==> src/rtl/ooe_div_array.sv <==
// Out-of-order iterative divider array with in-order retirement.
// Units compute by repeated subtraction; a reorder buffer restores order.
module ooe_div_array #(
  parameter int W         = 8,
  parameter int N_DIV     = 4,
  parameter int ROB_DEPTH = 8,
  localparam int AW = $clog2(ROB_DEPTH),
  localparam int PW = AW + 1,
  localparam int UW = (N_DIV > 1) ? $clog2(N_DIV) : 1
) (
  input  logic          clk,
  input  logic          rst_n,
  input  logic          in_valid,
  output logic          in_ready,
  input  logic [W-1:0]  in_dividend,
  input  logic [W-1:0]  in_divisor,
  output logic          out_valid,
  input  logic          out_ready,
  output logic [W-1:0]  out_quotient,
  output logic [W-1:0]  out_remainder,
  output logic          out_dbz,
  output logic [PW-1:0] rob_count
);

  typedef enum logic [1:0] {
    IDLE = 2'd0,
    CALC = 2'd1,
    DONE = 2'd2
  } st_e;

  st_e          st_q   [N_DIV];
  st_e          st_d   [N_DIV];
  logic [W-1:0] ur_q   [N_DIV];
  logic [W-1:0] ur_d   [N_DIV];
  logic [W-1:0] uy_q   [N_DIV];
  logic [W-1:0] uy_d   [N_DIV];
  logic [W-1:0] uq_q   [N_DIV];
  logic [W-1:0] uq_d   [N_DIV];
  logic         udbz_q [N_DIV];
  logic         udbz_d [N_DIV];
  logic [AW-1:0] utag_q [N_DIV];
  logic [AW-1:0] utag_d [N_DIV];

  logic [W-1:0] rq_q   [ROB_DEPTH];
  logic [W-1:0] rr_q   [ROB_DEPTH];
  logic         rdbz_q [ROB_DEPTH];
  logic         rrdy_q [ROB_DEPTH];

  logic [PW-1:0] wp_q, wp_d;
  logic [PW-1:0] rp_q, rp_d;
  logic          init_q;

  logic          any_idle, any_done;
  logic [UW-1:0] disp_idx, wb_idx;
  logic          accept, retire;
  logic [AW-1:0] head, wb_tag;

  always_comb begin
    any_idle = 1'b0;
    any_done = 1'b0;
    disp_idx = '0;
    wb_idx   = '0;
    for (int i = N_DIV - 1; i >= 0; i--) begin
      if (st_q[i] == IDLE) begin
        any_idle = 1'b1;
        disp_idx = UW'(i);
      end
      if (st_q[i] == DONE) begin
        any_done = 1'b1;
        wb_idx   = UW'(i);
      end
    end
  end

  assign rob_count = wp_q - rp_q;
  assign head      = rp_q[AW-1:0];
  assign wb_tag    = utag_q[wb_idx];
  assign in_ready  = init_q && (rob_count != PW'(ROB_DEPTH)) && any_idle;
  assign accept    = in_valid && in_ready;
  assign out_valid = rrdy_q[head];
  assign retire    = out_valid && out_ready;

  assign out_quotient  = rq_q[head];
  assign out_remainder = rr_q[head];
  assign out_dbz       = rdbz_q[head];

  assign wp_d = wp_q + {{AW{1'b0}}, accept};
  assign rp_d = rp_q + {{AW{1'b0}}, retire};

  always_comb begin
    for (int i = 0; i < N_DIV; i++) begin
      st_d[i]   = st_q[i];
      ur_d[i]   = ur_q[i];
      uy_d[i]   = uy_q[i];
      uq_d[i]   = uq_q[i];
      udbz_d[i] = udbz_q[i];
      utag_d[i] = utag_q[i];
      unique case (st_q[i])
        IDLE: begin
          if (accept && disp_idx == UW'(i)) begin
            st_d[i]   = CALC;
            ur_d[i]   = in_dividend;
            uy_d[i]   = in_divisor;
            uq_d[i]   = '0;
            udbz_d[i] = 1'b0;
            utag_d[i] = wp_q[AW-1:0];
          end
        end
        CALC: begin
          if (uy_q[i] == '0) begin
            st_d[i]   = DONE;
            uq_d[i]   = '1;
            udbz_d[i] = 1'b1;
          end else if (ur_q[i] >= uy_q[i]) begin
            ur_d[i] = ur_q[i] - uy_q[i];
            uq_d[i] = uq_q[i] + W'(1);
          end else begin
            st_d[i] = DONE;
          end
        end
        DONE: begin
          if (any_done && wb_idx == UW'(i)) st_d[i] = IDLE;
        end
        default: st_d[i] = IDLE;
      endcase
    end
  end

  always_ff @(posedge clk or negedge rst_n) begin
    if (!rst_n) begin
      for (int i = 0; i < N_DIV; i++) begin
        st_q[i]   <= IDLE;
        ur_q[i]   <= '0;
        uy_q[i]   <= '0;
        uq_q[i]   <= '0;
        udbz_q[i] <= 1'b0;
        utag_q[i] <= '0;
      end
      wp_q   <= '0;
      rp_q   <= '0;
      init_q <= 1'b0;
    end else begin
      for (int i = 0; i < N_DIV; i++) begin
        st_q[i]   <= st_d[i];
        ur_q[i]   <= ur_d[i];
        uy_q[i]   <= uy_d[i];
        uq_q[i]   <= uq_d[i];
        udbz_q[i] <= udbz_d[i];
        utag_q[i] <= utag_d[i];
      end
      wp_q   <= wp_d;
      rp_q   <= rp_d;
      init_q <= 1'b1;
    end
  end

  // Writeback is issued after the retire clear; the two never target one entry.
  always_ff @(posedge clk or negedge rst_n) begin
    if (!rst_n) begin
      for (int e = 0; e < ROB_DEPTH; e++) begin
        rq_q[e]   <= '0;
        rr_q[e]   <= '0;
        rdbz_q[e] <= 1'b0;
        rrdy_q[e] <= 1'b0;
      end
    end else begin
      if (retire) rrdy_q[head] <= 1'b0;
      if (accept) rrdy_q[wp_q[AW-1:0]] <= 1'b0;
      if (any_done) begin
        rq_q[wb_tag]   <= uq_q[wb_idx];
        rr_q[wb_tag]   <= ur_q[wb_idx];
        rdbz_q[wb_tag] <= udbz_q[wb_idx];
        rrdy_q[wb_tag] <= 1'b1;
      end
    end
  end

endmodule

==> config.mk <==
export PLATFORM = sky130hd
export DESIGN_NAME = ooe_div_array
export DESIGN_NICKNAME = d
export VERILOG_FILES = /design/src/rtl/ooe_div_array.sv
export SDC_FILE = /design/constraint.sdc
export NUM_CORES = 1
export LEC_CHECK = 0
export CAP_MARGIN = 10
export CORE_UTILIZATION = 40
export CTS_BUF_LIST = sky130_fd_sc_hd__clkbuf_2
export CTS_CLUSTER_DIAMETER = 200
export DETAILED_ROUTE_END_ITERATION = 12
export GPL_TIMING_DRIVEN = 1
export PLACE_DENSITY = 0.64
export SYNTH_ARGS = -nofsm -noshare
export SYNTH_HDL_FRONTEND = slang
export SYNTH_SLANG_ARGS = --single-unit
==> constraint.sdc <==
create_clock -name clk -period 7.8 [get_ports clk]
set_input_delay 1.17 -clock clk [delete_from_list [all_inputs] [get_ports clk]]
set_output_delay 1.17 -clock clk [all_outputs]
set_load 0.01 [all_outputs]
==> flow_summary.html, run 1 <==
<table>
<tr><th>Metric</th><th>Value</th></tr>
<tr><th colspan="2">Detailed routing</th></tr>
<tr><td>Routed wire length</td><td>approximately 40000 um</td></tr>
<tr><td>Post-route ant nets</td><td>0</td></tr>
<tr><td>Post-route DRC violation count</td><td>0</td></tr>
<tr><td>Detailed router's first-iteration violation count</td><td>840</td></tr>
<tr><td>Final routed wire length divided by cell count</td><td>about 19 um</td></tr>
<tr><td>Routed via count</td><td>approximately 12000</td></tr>
<tr><td>Vias/cell</td><td>approximately 5.7</td></tr>
<tr><td>Number of detailed-routing iterations run before antenna repair</td><td>5</td></tr>
<tr><th colspan="2">Synthesis</th></tr>
<tr><td>Share of synthesized flip-flops with an asynchronous set or reset</td><td>100.0%</td></tr>
<tr><td>Biggest area contributors in the synthesized netlist</td><td>sky130_fd_sc_hd__dfrtp_1 49%, sky130_fd_sc_hd__o21ai_0 5.4%, sky130_fd_sc_hd__nand2_1 5.0%, sky130_fd_sc_hd__a22oi_1 4.7%, sky130_fd_sc_hd__a21oi_1 4.1%</td></tr>
<tr><td>Dominant cell type by area after synthesis</td><td>sky130_fd_sc_hd__dfrtp_1</td></tr>
<tr><td>Nets in the synthesized netlist</td><td>around 1600</td></tr>
<tr><td>Number of cells produced by synthesis</td><td>1507</td></tr>
<tr><td>Most used DFF post-synth</td><td>sky130_fd_sc_hd__dfrtp_1</td></tr>
<tr><td>Share of Yosys cell area claimed by the top area cell type</td><td>approximately 49%</td></tr>
<tr><td>Post-synthesis register bit count</td><td>273</td></tr>
<tr><td>Mapped cell area</td><td>0.01402 mm2</td></tr>
<tr><td>Distinct cell type count of the synthesized netlist</td><td>75</td></tr>
<tr><td>EDFF count, synth</td><td>0</td></tr>
<tr><td>Sequential fraction of the synthesis area</td><td>48.74%</td></tr>
<tr><td>Ys Warns</td><td>0</td></tr>
<tr><td>Avg Inst Size Synth</td><td>between 9 and 10 um2</td></tr>
<tr><th colspan="2">Pwr</th></tr>
<tr><td>Combinational Power Share</td><td>47.9%</td></tr>
<tr><td>Design Power</td><td>6.686 mW</td></tr>
<tr><td>Lkg Pwr</td><td>between 6 and 7 nW</td></tr>
<tr><td>Internal power of the cells</td><td>between 3 and 4 mW</td></tr>
<tr><td>Power density cells</td><td>429.1 mW/mm2</td></tr>
<tr><td>Share of power burned in registers</td><td>a little over a third</td></tr>
<tr><td>Net load switching power</td><td>roughly 3 mW</td></tr>
<tr><td>Clock power frac</td><td>between 10% and 20%</td></tr>
<tr><td>Peak supply drop</td><td>about 0.22 mV</td></tr>
<tr><td>Switching Fraction</td><td>a little under half</td></tr>
<tr><th colspan="2">Cells and area</th></tr>
<tr><td>Nets@finish</td><td>1636</td></tr>
<tr><td>FILL cells</td><td>approximately 3400</td></tr>
<tr><td>Synthesis-to-finish area growth</td><td>11.17%</td></tr>
<tr><td>Number of standard cells in the final layout excluding fillers</td><td>2078</td></tr>
<tr><td>Layout cells sized above 1</td><td>between 10% and 20%</td></tr>
<tr><th colspan="2">Worst setup path</th></tr>
<tr><td>Worst Setup End Kind</td><td>output port</td></tr>
<tr><td>Worst Setup Start Kind</td><td>flop</td></tr>
<tr><td>Data required time at the worst endpoint</td><td>roughly 6.6 ns</td></tr>
<tr><td>Crit path arrival time</td><td>roughly 3.8 ns</td></tr>
<tr><td>Setup Crit Path Kind</td><td>reg -&gt; out</td></tr>
<tr><td>Highest net fanout along the worst path</td><td>16</td></tr>
<tr><th colspan="2">Clocking</th></tr>
<tr><td>Number of CTS-inserted buffers</td><td>between 70 and 80</td></tr>
<tr><td>Root Buffer</td><td>sky130_fd_sc_hd__clkbuf_2</td></tr>
<tr><td>Clk Latency, worst-skew pair</td><td>approximately 0.9 ns</td></tr>
<tr><td>Number of post-CTS setup repair buffers</td><td>0</td></tr>
<tr><td>TritonCTS clock tree</td><td>built</td></tr>
<tr><td>Number of H-tree levels</td><td>3</td></tr>
<tr><td>Buffers from clock root to sink, at most</td><td>3</td></tr>
<tr><td>Register clock-pin slew on the reported worst setup and hold paths</td><td>around 0.090 ns</td></tr>
<tr><td>TritonCTS sink count</td><td>between 200 and 300</td></tr>
<tr><td>Number of instances resized during post-cts repair</td><td>0</td></tr>
<tr><td># hold bufs at CTS</td><td>0</td></tr>
<tr><th colspan="2">STA</th></tr>
<tr><td>TNS Setup</td><td>0 ns</td></tr>
<tr><td>Fraction of the cycle the final worst path needs</td><td>a little over three fifths</td></tr>
<tr><td>Final setup fails</td><td>0</td></tr>
<tr><td>Smallest setup slack after layout</td><td>2.864 ns</td></tr>
<tr><td>Worst hold slack after final layout</td><td>0.2701 ns</td></tr>
<tr><td>Final Hold Fails</td><td>0</td></tr>
<tr><td>Max-slew headroom at the worst pin</td><td>between 15 and 20%</td></tr>
<tr><td>Transition time at the pin with the least slew margin</td><td>about 1.2 ns</td></tr>
<tr><td>Max-slew violation count</td><td>0</td></tr>
<tr><td>Shortest clock period the worst path allows after layout</td><td>between 4 and 5 ns</td></tr>
<tr><td>Clock tree skew after final layout</td><td>0.07609 ns</td></tr>
<tr><td>Highest clock frequency the design can meet</td><td>between 200 and 250 MHz</td></tr>
<tr><td>Unrepaired setup endpoints after global routing</td><td>no</td></tr>
<tr><th colspan="2">Hold path</th></tr>
<tr><td>Path category of the worst min-delay check</td><td>in -&gt; async</td></tr>
<tr><th colspan="2">Die</th></tr>
<tr><td>Number of standard-cell rows in the floorplan</td><td>68</td></tr>
<tr><td>Count of boundary I/O pins</td><td>43</td></tr>
<tr><td>DIE AREA</td><td>around 0.036 mm2</td></tr>
<tr><td>Die extent in x</td><td>around 190 um</td></tr>
<tr><td>Area of the core</td><td>roughly 0.035 mm2</td></tr>
<tr><td>Starting density of the core</td><td>between 40% and 50%</td></tr>
<tr><td>Die height</td><td>between 150 and 200 um</td></tr>
<tr><th colspan="2">Placed design</th></tr>
<tr><td>Placed insts</td><td>1945</td></tr>
<tr><td>Pre-CTS worst setup slack</td><td>between 3 and 4 ns</td></tr>
<tr><td>Final weighted congestion in routability-driven placement</td><td>between 0.9 and 1</td></tr>
<tr><td>DP Wirelength</td><td>26370 um</td></tr>
<tr><td>IO buf count</td><td>42</td></tr>
<tr><th colspan="2">Run</th></tr>
<tr><td># Max-Cap Violations</td><td>0</td></tr>
<tr><th colspan="2">Global route</th></tr>
<tr><td>Largest net degree at the start of global routing</td><td>between 100 and 150</td></tr>
<tr><td>Via count of the first global-routing pass</td><td>approximately 12000</td></tr>
<tr><td>Antenna violations before repair</td><td>1</td></tr>
<tr><td>Congestion Overflow GR</td><td>0</td></tr>
<tr><td>GRT Resource Usage Total</td><td>between 20% and 30%</td></tr>
<tr><td>First-pass GRT wire length</td><td>roughly 64000 um</td></tr>
<tr><th colspan="2">Outcome</th></tr>
<tr><td>Result of the run</td><td>finished clean</td></tr>
</table>
-- layout make-up --
cell class | count | area [um2] | share of cell area [%]
multi-input cells | 1092 | 6639 | 42.60
diodes | 1 | 2.502 | 0.01606
repair buffers | 61 | 580.6 | 3.726
well taps | 455 | 569.3 | 3.653
clock inverters | 27 | 193.9 | 1.245
flip-flops and latches | 273 | 6832 | 43.84
inverters | 64 | 240.2 | 1.542
clock buffers | 105 | 525.5 | 3.372
-- metal layers --
metal  up-vias  track usage (%)  share of wire, %
li1       5612                -                 -
met1      5787            30.30                45
met2       378            37.01                46
met3        95            4.449               5.5
met4         0            9.367               3.1
met5         -                0                 0
-- flip-flops by register name (all words and copies together), names as in the netlist --
| signal | count |
|---|---|
| ur_q | 32 |
| st_q | 8 |
| uq_q | 32 |
| udbz_q | 4 |
| uy_q | 32 |
| rq_q | 64 |
| rp_q | 4 |
| wp_q | 4 |
| init_q | 1 |
| rrdy_q | 8 |
| rr_q | 64 |
| rdbz_q | 8 |
| utag_q | 12 |
-- synthesized netlist by cell type (6+ instances only) --
cell,instances
sky130_fd_sc_hd__dfrtp_1,273
sky130_fd_sc_hd__nand2_1,187
sky130_fd_sc_hd__o21ai_0,152
sky130_fd_sc_hd__nor2_1,140
sky130_fd_sc_hd__a21oi_1,116
sky130_fd_sc_hd__a22oi_1,88
sky130_fd_sc_hd__inv_1,64
sky130_fd_sc_hd__clkbuf_1,52
sky130_fd_sc_hd__ha_1,43
sky130_fd_sc_hd__nor3_1,28
sky130_fd_sc_hd__nand4_1,26
sky130_fd_sc_hd__buf_2,24
sky130_fd_sc_hd__nand2b_1,24
sky130_fd_sc_hd__nand3_1,23
sky130_fd_sc_hd__a211oi_1,21
sky130_fd_sc_hd__o22a_1,17
sky130_fd_sc_hd__mux2i_1,14
sky130_fd_sc_hd__and3_1,12
sky130_fd_sc_hd__o31ai_1,12
sky130_fd_sc_hd__nor4_1,11
sky130_fd_sc_hd__o211ai_1,11
sky130_fd_sc_hd__o21a_1,11
sky130_fd_sc_hd__nor2b_1,10
sky130_fd_sc_hd__mux2_2,9
sky130_fd_sc_hd__xnor2_1,9
sky130_fd_sc_hd__xor2_1,8
sky130_fd_sc_hd__a21o_1,7
sky130_fd_sc_hd__o221a_2,7
sky130_fd_sc_hd__a31oi_1,6
sky130_fd_sc_hd__and2_1,6
-- cells in the final DEF, fill, tap and decap left out, drive strengths merged, types with 22 or more instances in the layout --
| cell | netlist | layout |
|---|---|---|
| o21ai | 158 | 158 |
| ha | 43 | 43 |
| nand3 | 24 | 24 |
| nand4 | 26 | 26 |
| clkbuf | 52 | 105 |
| a21oi | 116 | 116 |
| nand2 | 187 | 187 |
| nor2 | 142 | 142 |
| nand2b | 24 | 24 |
| clkinv | 0 | 22 |
| dfrtp | 273 | 273 |
| a22oi | 88 | 88 |
| inv | 64 | 65 |
| clkdlybuf4s50 | 0 | 41 |
| nor3 | 33 | 33 |
-- per-stage QoR --
stage / cell area [um2] / util (%)
finish: 15580 / 45.11
global placement: 14860 / 43.02
global route: 15580 / 45.11
detailed placement: 14860 / 43.02
floorplan: 14020 / -
CTS: 15580 / 45.10
-- logic make-up (layout without fill, tap and decap cells) --
logic type                 Yosys count  in the layout  synth area share [%]
xor gates and xnor gates            17             17                 1.062
AOI/OAI and AO/OA                  512            512                 23.52
adders and majority gates           48             48                 4.552
and+or+nand+nor                    488            488                 15.96
DFF                                273            273                 48.74
muxes                               26             26                 2.044
other                                1              2               0.02675
buffers and inverters              142            257                 4.097
-- worst paths after layout --
path / from / end / slack, ns / cells after the start
worst max-delay path: rp_q[0] / in_ready / 2.86 / 9
max in group asynchronous: rst_n / uy_q[20] / 6.23 / 2
min in group clk: utag_q[8] / utag_q[8] / 0.48 / 2
worst min-delay path: rst_n / rr_q[8] / 0.27 / 1
worst min register to register: utag_q[8] / utag_q[8] / 0.48 / 2
worst max register to register: rp_q[0] / ur_q[29] / 3.82 / 10
-- worst max-delay path, stage by stage (launching register included) --
cell and delay (ns):
sky130_fd_sc_hd__dfrtp_1 0.72, sky130_fd_sc_hd__ha_1 0.27, sky130_fd_sc_hd__inv_1 0.06, sky130_fd_sc_hd__fa_1 0.37, sky130_fd_sc_hd__xor2_1 0.18, sky130_fd_sc_hd__nor3_1 0.32, sky130_fd_sc_hd__nand2_1 0.13, sky130_fd_sc_hd__nand3b_1 0.20
sky130_fd_sc_hd__inv_1 0.12, sky130_fd_sc_hd__clkdlybuf4s50_1 0.50
-- power groups by stage --
| stage | logic, mW | registers (mW) | clock network, mW |
|---|---|---|---|
| final | 3.20 | 2.39 | 1.10 |
| after global routing | 3.57 | 2.46 | 1.19 |
| after CTS | 3.20 | 2.38 | 1.13 |
| after detailed placement | 3.18 | 2.40 | 0 |
| after global placement | 3.10 | 2.40 | 0 |
| after floorplan | 2.26 | 2.24 | 0 |
No activity file was read; power rests on OpenSTA's default activity.
==> run 2: changes to the inputs <==
- clock period: 7.8 -> 5 ns (I/O delays scaled with it)
==> run 2 against run 1 <==
Setup slack worse by 2.4 ns. Utilization down 0.12 points. Non-clock buffer count up 4. Sequential power up 56%. Critical path depth unchanged. First-iteration DRC count up 19%. Global-route usage up 0.13 points. Critical path type unchanged.
==> flow_summary.html, run 2 (synthesized netlist as in run 1, its figures left out) <==
<table>
<tr><th>Metric</th><th>Value</th></tr>
<tr><th colspan="2">Outcome</th></tr>
<tr><td>Result of the run</td><td>finished clean</td></tr>
<tr><th colspan="2">Die</th></tr>
<tr><td>Die height</td><td>189.2 um (unchanged)</td></tr>
<tr><td>Die extent in x</td><td>189.2 um (unchanged)</td></tr>
<tr><td>Number of standard-cell rows in the floorplan</td><td>68 (unchanged)</td></tr>
<tr><td>DIE AREA</td><td>0.03579 mm2 (unchanged)</td></tr>
<tr><td>Count of boundary I/O pins</td><td>43 (unchanged)</td></tr>
<tr><td>Starting density of the core</td><td>40.58% (unchanged)</td></tr>
<tr><td>Area of the core</td><td>0.03454 mm2 (unchanged)</td></tr>
<tr><th colspan="2">STA</th></tr>
<tr><td>Shortest clock period the worst path allows after layout</td><td>between 4 and 5 ns</td></tr>
<tr><td>Highest clock frequency the design can meet</td><td>approximately 220 MHz</td></tr>
<tr><td>Max-slew violation count</td><td>0 (unchanged)</td></tr>
<tr><td>Unrepaired setup endpoints after global routing</td><td>no</td></tr>
<tr><td>Clock tree skew after final layout</td><td>0.06515 ns (-0.01094 ns)</td></tr>
<tr><td>Smallest setup slack after layout</td><td>0.4449 ns (-2.419 ns)</td></tr>
<tr><td>Transition time at the pin with the least slew margin</td><td>1.176 ns (-0.02837 ns)</td></tr>
<tr><td>Final setup fails</td><td>0 (unchanged)</td></tr>
<tr><td>Fraction of the cycle the final worst path needs</td><td>between 90% and 100%</td></tr>
<tr><td>Final Hold Fails</td><td>0 (unchanged)</td></tr>
<tr><td>TNS Setup</td><td>0 ns (unchanged)</td></tr>
<tr><td>Max-slew headroom at the worst pin</td><td>21.58% (+1.9 points)</td></tr>
<tr><td>Worst hold slack after final layout</td><td>0.4583 ns (+0.1883 ns)</td></tr>
<tr><th colspan="2">Worst setup path</th></tr>
<tr><td>Data required time at the worst endpoint</td><td>4.25 ns (-2.38 ns)</td></tr>
<tr><td>Setup Crit Path Kind</td><td>reg -&gt; out</td></tr>
<tr><td>Most frequent cell on the critical path</td><td>sky130_fd_sc_hd__inv_1</td></tr>
<tr><td>Worst Setup Start Kind</td><td>flop</td></tr>
<tr><td>Ordered cell list for the critical path</td><td>ha_1, inv_1, fa_1, xor2_1, nor3_1, nand2_1, nand3b_1, inv_1, clkdlybuf4s50_1</td></tr>
<tr><td>Worst stage delay on the critical path</td><td>0.72 ns (about the same)</td></tr>
<tr><td>Worst reg-to-reg path cell count</td><td>10 (unchanged)</td></tr>
<tr><td>Slowest-stage cell, CP</td><td>sky130_fd_sc_hd__dfrtp_1</td></tr>
<tr><td>Highest net fanout along the worst path</td><td>16 (unchanged)</td></tr>
<tr><td>Crit path arrival time</td><td>3.81 ns (+0.04 ns)</td></tr>
<tr><td>Worst Setup End Kind</td><td>output port</td></tr>
<tr><th colspan="2">Global route</th></tr>
<tr><td>Via count of the first global-routing pass</td><td>11650 (-0.73%)</td></tr>
<tr><td>Antenna violations before repair</td><td>1 (unchanged)</td></tr>
<tr><td>Largest net degree at the start of global routing</td><td>103 (-12%)</td></tr>
<tr><td>GRT Resource Usage Total</td><td>23.10% (+0.13 points)</td></tr>
<tr><td>First-pass GRT wire length</td><td>64500 um (+0.52%)</td></tr>
<tr><td>Congestion Overflow GR</td><td>0 (unchanged)</td></tr>
<tr><th colspan="2">Clocking</th></tr>
<tr><td>Number of instances resized during post-cts repair</td><td>0 (unchanged)</td></tr>
<tr><td>Number of H-tree levels</td><td>3 (unchanged)</td></tr>
<tr><td>TritonCTS sink count</td><td>273 (unchanged)</td></tr>
<tr><td>Buffers from clock root to sink, at most</td><td>3 (unchanged)</td></tr>
<tr><td>Root Buffer</td><td>sky130_fd_sc_hd__clkbuf_2</td></tr>
<tr><td>Number of CTS-inserted buffers</td><td>75 (-1.3%)</td></tr>
<tr><td>TritonCTS clock tree</td><td>built</td></tr>
<tr><td>Register clock-pin slew on the reported worst setup and hold paths</td><td>0.12 ns (+0.03 ns)</td></tr>
<tr><td>Clk Latency, worst-skew pair</td><td>0.90 ns (about the same)</td></tr>
<tr><th colspan="2">Placed design</th></tr>
<tr><td>IO buf count</td><td>42 (unchanged)</td></tr>
<tr><td>Final weighted congestion in routability-driven placement</td><td>0.8656 (-3.9%)</td></tr>
<tr><td>DP Wirelength</td><td>27080 um (+2.7%)</td></tr>
<tr><td>Pre-CTS worst setup slack</td><td>1.199 ns (-2.611 ns)</td></tr>
<tr><td>Cell area after placement</td><td>0.01487 mm2 (about the same)</td></tr>
<tr><th colspan="2">Detailed routing</th></tr>
<tr><td>Vias/cell</td><td>5.787 (+1.3%)</td></tr>
<tr><td>Final routed wire length divided by cell count</td><td>19.44 um (+0.26%)</td></tr>
<tr><td>Routed via count</td><td>12000 (+1.0%)</td></tr>
<tr><td>Detailed router's first-iteration violation count</td><td>1002 (+19%)</td></tr>
<tr><td>Number of detailed-routing iterations run before antenna repair</td><td>5 (unchanged)</td></tr>
<tr><td>Routed wire length</td><td>40300 um (about the same)</td></tr>
<tr><td>Post-route ant nets</td><td>0 (unchanged)</td></tr>
<tr><td>Post-route DRC violation count</td><td>0 (unchanged)</td></tr>
<tr><th colspan="2">Run</th></tr>
<tr><td># Max-Cap Violations</td><td>0 (unchanged)</td></tr>
<tr><th colspan="2">Cells and area</th></tr>
<tr><td>Synthesis-to-finish area growth</td><td>10.86%</td></tr>
<tr><td>Nets@finish</td><td>1639 (+0.18%)</td></tr>
<tr><td>Leading cell type in the layout, fill and taps excluded</td><td>sky130_fd_sc_hd__dfrtp_1</td></tr>
<tr><td>Layout cells sized above 1</td><td>10.76% (-0.090 points)</td></tr>
<tr><td>FILL cells</td><td>3445 (+2.0%)</td></tr>
<tr><td>Registers with the most flip-flops</td><td>rq_q (64), rr_q (64)</td></tr>
<tr><td>Most frequent cells in the layout</td><td>273 x sky130_fd_sc_hd__dfrtp_1, 187 x sky130_fd_sc_hd__nand2_1, 152 x sky130_fd_sc_hd__o21ai_0</td></tr>
<tr><td>Area of all placed cells without fillers</td><td>0.01554 mm2 (-0.27%)</td></tr>
<tr><th colspan="2">Pwr</th></tr>
<tr><td>Peak supply drop</td><td>0.3291 mV (+48%)</td></tr>
<tr><td>Lkg Pwr</td><td>6.918 nW (-0.37%)</td></tr>
<tr><td>Power density cells</td><td>668.4 mW/mm2 (+56%)</td></tr>
<tr><th colspan="2">Hold path</th></tr>
<tr><td>Path category of the worst min-delay check</td><td>in -&gt; async</td></tr>
</table>
run 2: changes by cell type in the layout (fill, tap and decap cells not counted), moves of 2 or more:
cell | previous run | this run
sky130_fd_sc_hd__buf_4 | 18 | 22
sky130_fd_sc_hd__clkbuf_2 | 105 | 103
sky130_fd_sc_hd__clkinv_2 | 4 | 1
sky130_fd_sc_hd__clkinv_1 | 17 | 13
run 2: metal layers:
metal,part of all wire [%],global-route usage [%],wire [um]
met1,44,31.00,17890
met2,46,35.76,18370
met3,6.4,4.930,2581
met4,3.6,10.51,1461
met5,0,0,0
run 2: cell type report:
type                    instances  area, um2  area share, %
flip-flops and latches        273       6832          43.96
multi-input cells            1092       6639          42.72
repair buffers                 65      600.6          3.865
well taps                     455      569.3          3.663
clock buffers                 103      515.5          3.317
inverters                      64      240.2          1.546
clock inverters                20      141.4         0.9098
diodes                          1      2.502        0.01610
run 2: what timing repair did:
| action | 4_1_cts | 5_1_grt |
|---|---|---|
| endpoints found under the hold margin | 98 | 0 |
| buffers inserted | 0 | 0 |
| hold buffers | 1 | 0 |
run 2: report_power, final:
group / internal, mW / total (mW) / switching, mW
clock: 0.655 / 1.61 / 0.957
sequential: 3.06 / 3.73 / 0.669
combinational: 1.96 / 5.05 / 3.09
total: 5.67 / 10.4 / 4.72
run 2: critical path, delay by kind of cell (launching register included):
family	cells	cell delay, ns
DFF	1	0.72
buffers and inverters	3	0.71
adders and majority gates	2	0.65
and+or+nand+nor	3	0.65
xor gates and xnor gates	1	0.19
run 2: metrics by stage:
step | util [%] | std cells | power (mW)
after floorplan | - | 1507 | 7.018
after global placement | 43.05 | 1948 | 8.591
after detailed placement | 43.05 | 1948 | 8.747
after CTS | 44.98 | 2072 | 10.38
after global routing | 44.99 | 2073 | 11.21
final | 44.99 | 2073 | 10.39
run 2: final timing paths:
path	end	slack (ns)	start
hold / removal	rrdy_q[3]	0.46	rst_n
max in group asynchronous	wp_q[0]	3.23	rst_n
setup / recovery	in_ready	0.44	rp_q[0]
hold reg to reg	utag_q[8]	0.48	utag_q[8]
setup reg to reg	ur_q[31]	1.05	rp_q[0]
min in group clk	utag_q[8]	0.48	utag_q[8]
==> run 3: changes to the inputs <==
- CORE_ASPECT_RATIO: unset -> 1.25
==> run 3 against run 2 <==
Via count fell by 1.9%. Die area about the same. Utilization fell by 0.12 points. Fmax rose by 5.2%. First-iteration DRC count decreased by 21%. Setup slack improved by 0.22 ns. Combinational power is 2% lower. Sequential cell count unchanged. Sequential share of layout area increased by 0.15 points. Largest cell class unchanged. Non-clock buffer count down 3. Worst hold slack gained 0.026 ns. Count of clock-buffer cells in the layout decreased by 10.
==> flow_summary.html, run 3 (synthesized netlist as in run 1, its figures left out) <==
<table>
<tr><th>Metric</th><th>Value</th></tr>
<tr><th colspan="2">STA</th></tr>
<tr><td>Max-slew headroom at the worst pin</td><td>24.96% (+3.4 points)</td></tr>
<tr><td>Shortest clock period the worst path allows after layout</td><td>4.332 ns (-0.2233 ns)</td></tr>
<tr><td>Max-slew violation count</td><td>0 (unchanged)</td></tr>
<tr><td>TNS Setup</td><td>0 ns (unchanged)</td></tr>
<tr><td>Final Hold Fails</td><td>0 (unchanged)</td></tr>
<tr><td>Unrepaired setup endpoints after global routing</td><td>no</td></tr>
<tr><td>Highest clock frequency the design can meet</td><td>230.8 MHz (+5.2%)</td></tr>
<tr><td>Final setup fails</td><td>0 (unchanged)</td></tr>
<tr><td>Fraction of the cycle the final worst path needs</td><td>86.64% (-4.5 points)</td></tr>
<tr><td>Transition time at the pin with the least slew margin</td><td>1.117 ns (-0.05915 ns)</td></tr>
<tr><td>Smallest setup slack after layout</td><td>0.6682 ns (+0.2233 ns)</td></tr>
<tr><td>Clock tree skew after final layout</td><td>0.06579 ns (+0.0006494 ns)</td></tr>
<tr><th colspan="2">Worst setup path</th></tr>
<tr><td>Data required time at the worst endpoint</td><td>4.25 ns (about the same)</td></tr>
<tr><td>Highest net fanout along the worst path</td><td>16 (unchanged)</td></tr>
<tr><td>Worst Setup End Kind</td><td>output port</td></tr>
<tr><td>Crit Reg-Reg Startpoint</td><td>rp_q[0]</td></tr>
<tr><td>Worst reg-to-reg path cell count</td><td>10 (unchanged)</td></tr>
<tr><td>Setup crit start</td><td>rp_q[0]</td></tr>
<tr><td>Crit path arrival time</td><td>3.58 ns (-0.23 ns)</td></tr>
<tr><td>Worst Setup Start Kind</td><td>flop</td></tr>
<tr><td>Setup Crit Path Kind</td><td>reg -&gt; out</td></tr>
<tr><td>Reg-to-reg setup timing slack</td><td>1.22 ns (+0.17 ns)</td></tr>
<tr><th colspan="2">Placed design</th></tr>
<tr><td>Cell area after placement</td><td>0.01487 mm2 (unchanged)</td></tr>
<tr><td>Pre-CTS worst setup slack</td><td>1.282 ns (+0.08348 ns)</td></tr>
<tr><td>IO buf count</td><td>42 (unchanged)</td></tr>
<tr><td>DP Wirelength</td><td>26970 um (-0.40%)</td></tr>
<tr><td>Final weighted congestion in routability-driven placement</td><td>0.9011 (+4.1%)</td></tr>
<tr><td>Placed insts</td><td>1958 (+0.51%)</td></tr>
<tr><th colspan="2">Pwr</th></tr>
<tr><td>Peak supply drop</td><td>0.3870 mV (+18%)</td></tr>
<tr><td>Power density cells</td><td>656.9 mW/mm2 (-1.7%)</td></tr>
<tr><td>Lkg Pwr</td><td>6.861 nW (-0.82%)</td></tr>
<tr><th colspan="2">Die</th></tr>
<tr><td>Count of boundary I/O pins</td><td>43 (unchanged)</td></tr>
<tr><td>Area of the core</td><td>0.03452 mm2 (about the same)</td></tr>
<tr><td>DIE AREA</td><td>0.03580 mm2 (about the same)</td></tr>
<tr><td>Number of standard-cell rows in the floorplan</td><td>76 (+12%)</td></tr>
<tr><td>Die height</td><td>211.3 um (+12%)</td></tr>
<tr><td>Die extent in x</td><td>169.4 um (-10%)</td></tr>
<tr><td>Starting density of the core</td><td>40.61% (about the same)</td></tr>
<tr><th colspan="2">Global route</th></tr>
<tr><td>Congestion Overflow GR</td><td>0 (unchanged)</td></tr>
<tr><td>GRT Resource Usage Total</td><td>22.96% (-0.14 points)</td></tr>
<tr><td>Largest net degree at the start of global routing</td><td>119 (+16%)</td></tr>
<tr><td>Via count of the first global-routing pass</td><td>11940 (+2.5%)</td></tr>
<tr><td>First-pass GRT wire length</td><td>64060 um (-0.69%)</td></tr>
<tr><td>Antenna violations before repair</td><td>1 (unchanged)</td></tr>
<tr><th colspan="2">Hold path</th></tr>
<tr><td>Min-Delay Path Depth</td><td>2</td></tr>
<tr><td>Source of the worst hold timing path</td><td>rq_q[21]</td></tr>
<tr><td>Path category of the worst min-delay check</td><td>reg -&gt; reg</td></tr>
<tr><th colspan="2">Cells and area</th></tr>
<tr><td>Most frequent cells in the layout</td><td>273 x sky130_fd_sc_hd__dfrtp_1, 187 x sky130_fd_sc_hd__nand2_1, 152 x sky130_fd_sc_hd__o21ai_0</td></tr>
<tr><td>Final core utilization</td><td>44.87% (-0.12 points)</td></tr>
<tr><td>Layout cells sized above 1</td><td>10.07% (-0.69 points)</td></tr>
<tr><td>Leading cell type in the layout, fill and taps excluded</td><td>sky130_fd_sc_hd__dfrtp_1</td></tr>
<tr><td>Synthesis-to-finish area growth</td><td>10.49%</td></tr>
<tr><td>FILL cells</td><td>3401 (-1.3%)</td></tr>
<tr><td>Nets@finish</td><td>1635 (-0.24%)</td></tr>
<tr><td>Number of standard cells in the final layout excluding fillers</td><td>2078 (+0.24%)</td></tr>
<tr><td>Registers with the most flip-flops</td><td>rq_q (64), rr_q (64)</td></tr>
<tr><td>Area of all placed cells without fillers</td><td>0.01549 mm2 (-0.34%)</td></tr>
<tr><th colspan="2">Run</th></tr>
<tr><td># Max-Cap Violations</td><td>0 (unchanged)</td></tr>
<tr><th colspan="2">Detailed routing</th></tr>
<tr><td>Met3 Routed Length</td><td>2073 um (-20%)</td></tr>
<tr><td>Post-route ant nets</td><td>0 (unchanged)</td></tr>
<tr><td>Detailed router's first-iteration violation count</td><td>788 (-21%)</td></tr>
<tr><td>Final routed wire length divided by cell count</td><td>19.11 um (-1.7%)</td></tr>
<tr><td>Routed wl met2</td><td>19350 um (+5.4%)</td></tr>
<tr><td>Routed wire length</td><td>39700 um (-1.5%)</td></tr>
<tr><td>Vias/cell</td><td>5.663 (-2.1%)</td></tr>
<tr><td>Routed via count</td><td>11770 (-1.9%)</td></tr>
<tr><td>Post-route DRC violation count</td><td>0 (unchanged)</td></tr>
<tr><td>Top routing layer in use</td><td>met4</td></tr>
<tr><td>WL met1</td><td>17250 um (-3.5%)</td></tr>
<tr><td>Number of detailed-routing iterations run before antenna repair</td><td>5 (unchanged)</td></tr>
<tr><th colspan="2">Clocking</th></tr>
<tr><td>TritonCTS clock tree</td><td>built</td></tr>
<tr><td>TritonCTS sink count</td><td>273 (unchanged)</td></tr>
<tr><td>Number of H-tree levels</td><td>3 (unchanged)</td></tr>
<tr><td>Register clock-pin slew on the reported worst setup and hold paths</td><td>0.08 ns (-0.04 ns)</td></tr>
<tr><td>Number of instances resized during post-cts repair</td><td>0 (unchanged)</td></tr>
<tr><td>Buffers from clock root to sink, at most</td><td>3 (unchanged)</td></tr>
<tr><td>Clk Latency, worst-skew pair</td><td>0.87 ns (-0.03 ns)</td></tr>
<tr><td>Root Buffer</td><td>sky130_fd_sc_hd__clkbuf_2</td></tr>
<tr><td>Number of CTS-inserted buffers</td><td>74 (-1.3%)</td></tr>
<tr><th colspan="2">Outcome</th></tr>
<tr><td>Result of the run</td><td>finished clean</td></tr>
</table>
run 3: path summary, 6_finish.rpt:
| check | endpoint |
|---|---|
| setup reg to reg | ur_q[29] |
| hold / removal | rq_q[21] |
| min in group asynchronous | rq_q[28] |
| setup / recovery | in_ready |
| hold reg to reg | rq_q[21] |
| max in group asynchronous | uy_q[11] |
run 3: critical path: stages, from the launching register on:
cell,delay (ns)
sky130_fd_sc_hd__dfrtp_1,0.66
sky130_fd_sc_hd__ha_1,0.26
sky130_fd_sc_hd__inv_1,0.06
sky130_fd_sc_hd__fa_1,0.38
sky130_fd_sc_hd__xor2_1,0.19
sky130_fd_sc_hd__nor3_1,0.27
sky130_fd_sc_hd__nand2_1,0.12
sky130_fd_sc_hd__nand3b_1,0.20
sky130_fd_sc_hd__inv_1,0.12
sky130_fd_sc_hd__clkdlybuf4s50_1,0.49
run 3: what timing repair did:
| action | in CTS | in global routing |
|---|---|---|
| endpoints found under the hold margin | 106 | 0 |
| hold buffers | 1 | 0 |
| buffers inserted | 0 | 0 |
run 3: metrics by stage:
stage          hold slack, ns  power, mW
4_1_cts                0.4885      10.21
5_1_grt                0.5081      11.00
3_3_place_gp           0.4622      8.547
6_report               0.4840      10.17
2_1_floorplan          0.4407      7.018
3_5_place_dp           0.4711      8.700
run 3: routing by layer:
layer,vias to the layer above,global-route usage [%]
met4,0,8.326
met3,73,3.515
met2,381,39.28
met1,5727,29.34
li1,5587,-
met5,-,0
run 3: power by group:
group,internal [mW],switching (mW)
Sequential,3.06,0.673
Combinational,1.95,2.99
Clock,0.561,0.936
run 3: cell type report:
type | count | area [um2] | area share, %
sequential | 273 | 6832 | 44.11
multi-input combinational | 1092 | 6633 | 42.83
timing repair buffer | 62 | 590.6 | 3.813
tap | 468 | 585.6 | 3.781
clock buffer | 93 | 465.4 | 3.005
inverter | 64 | 240.2 | 1.551
clock inverter | 25 | 138.9 | 0.8967
antenna | 1 | 2.502 | 0.01616
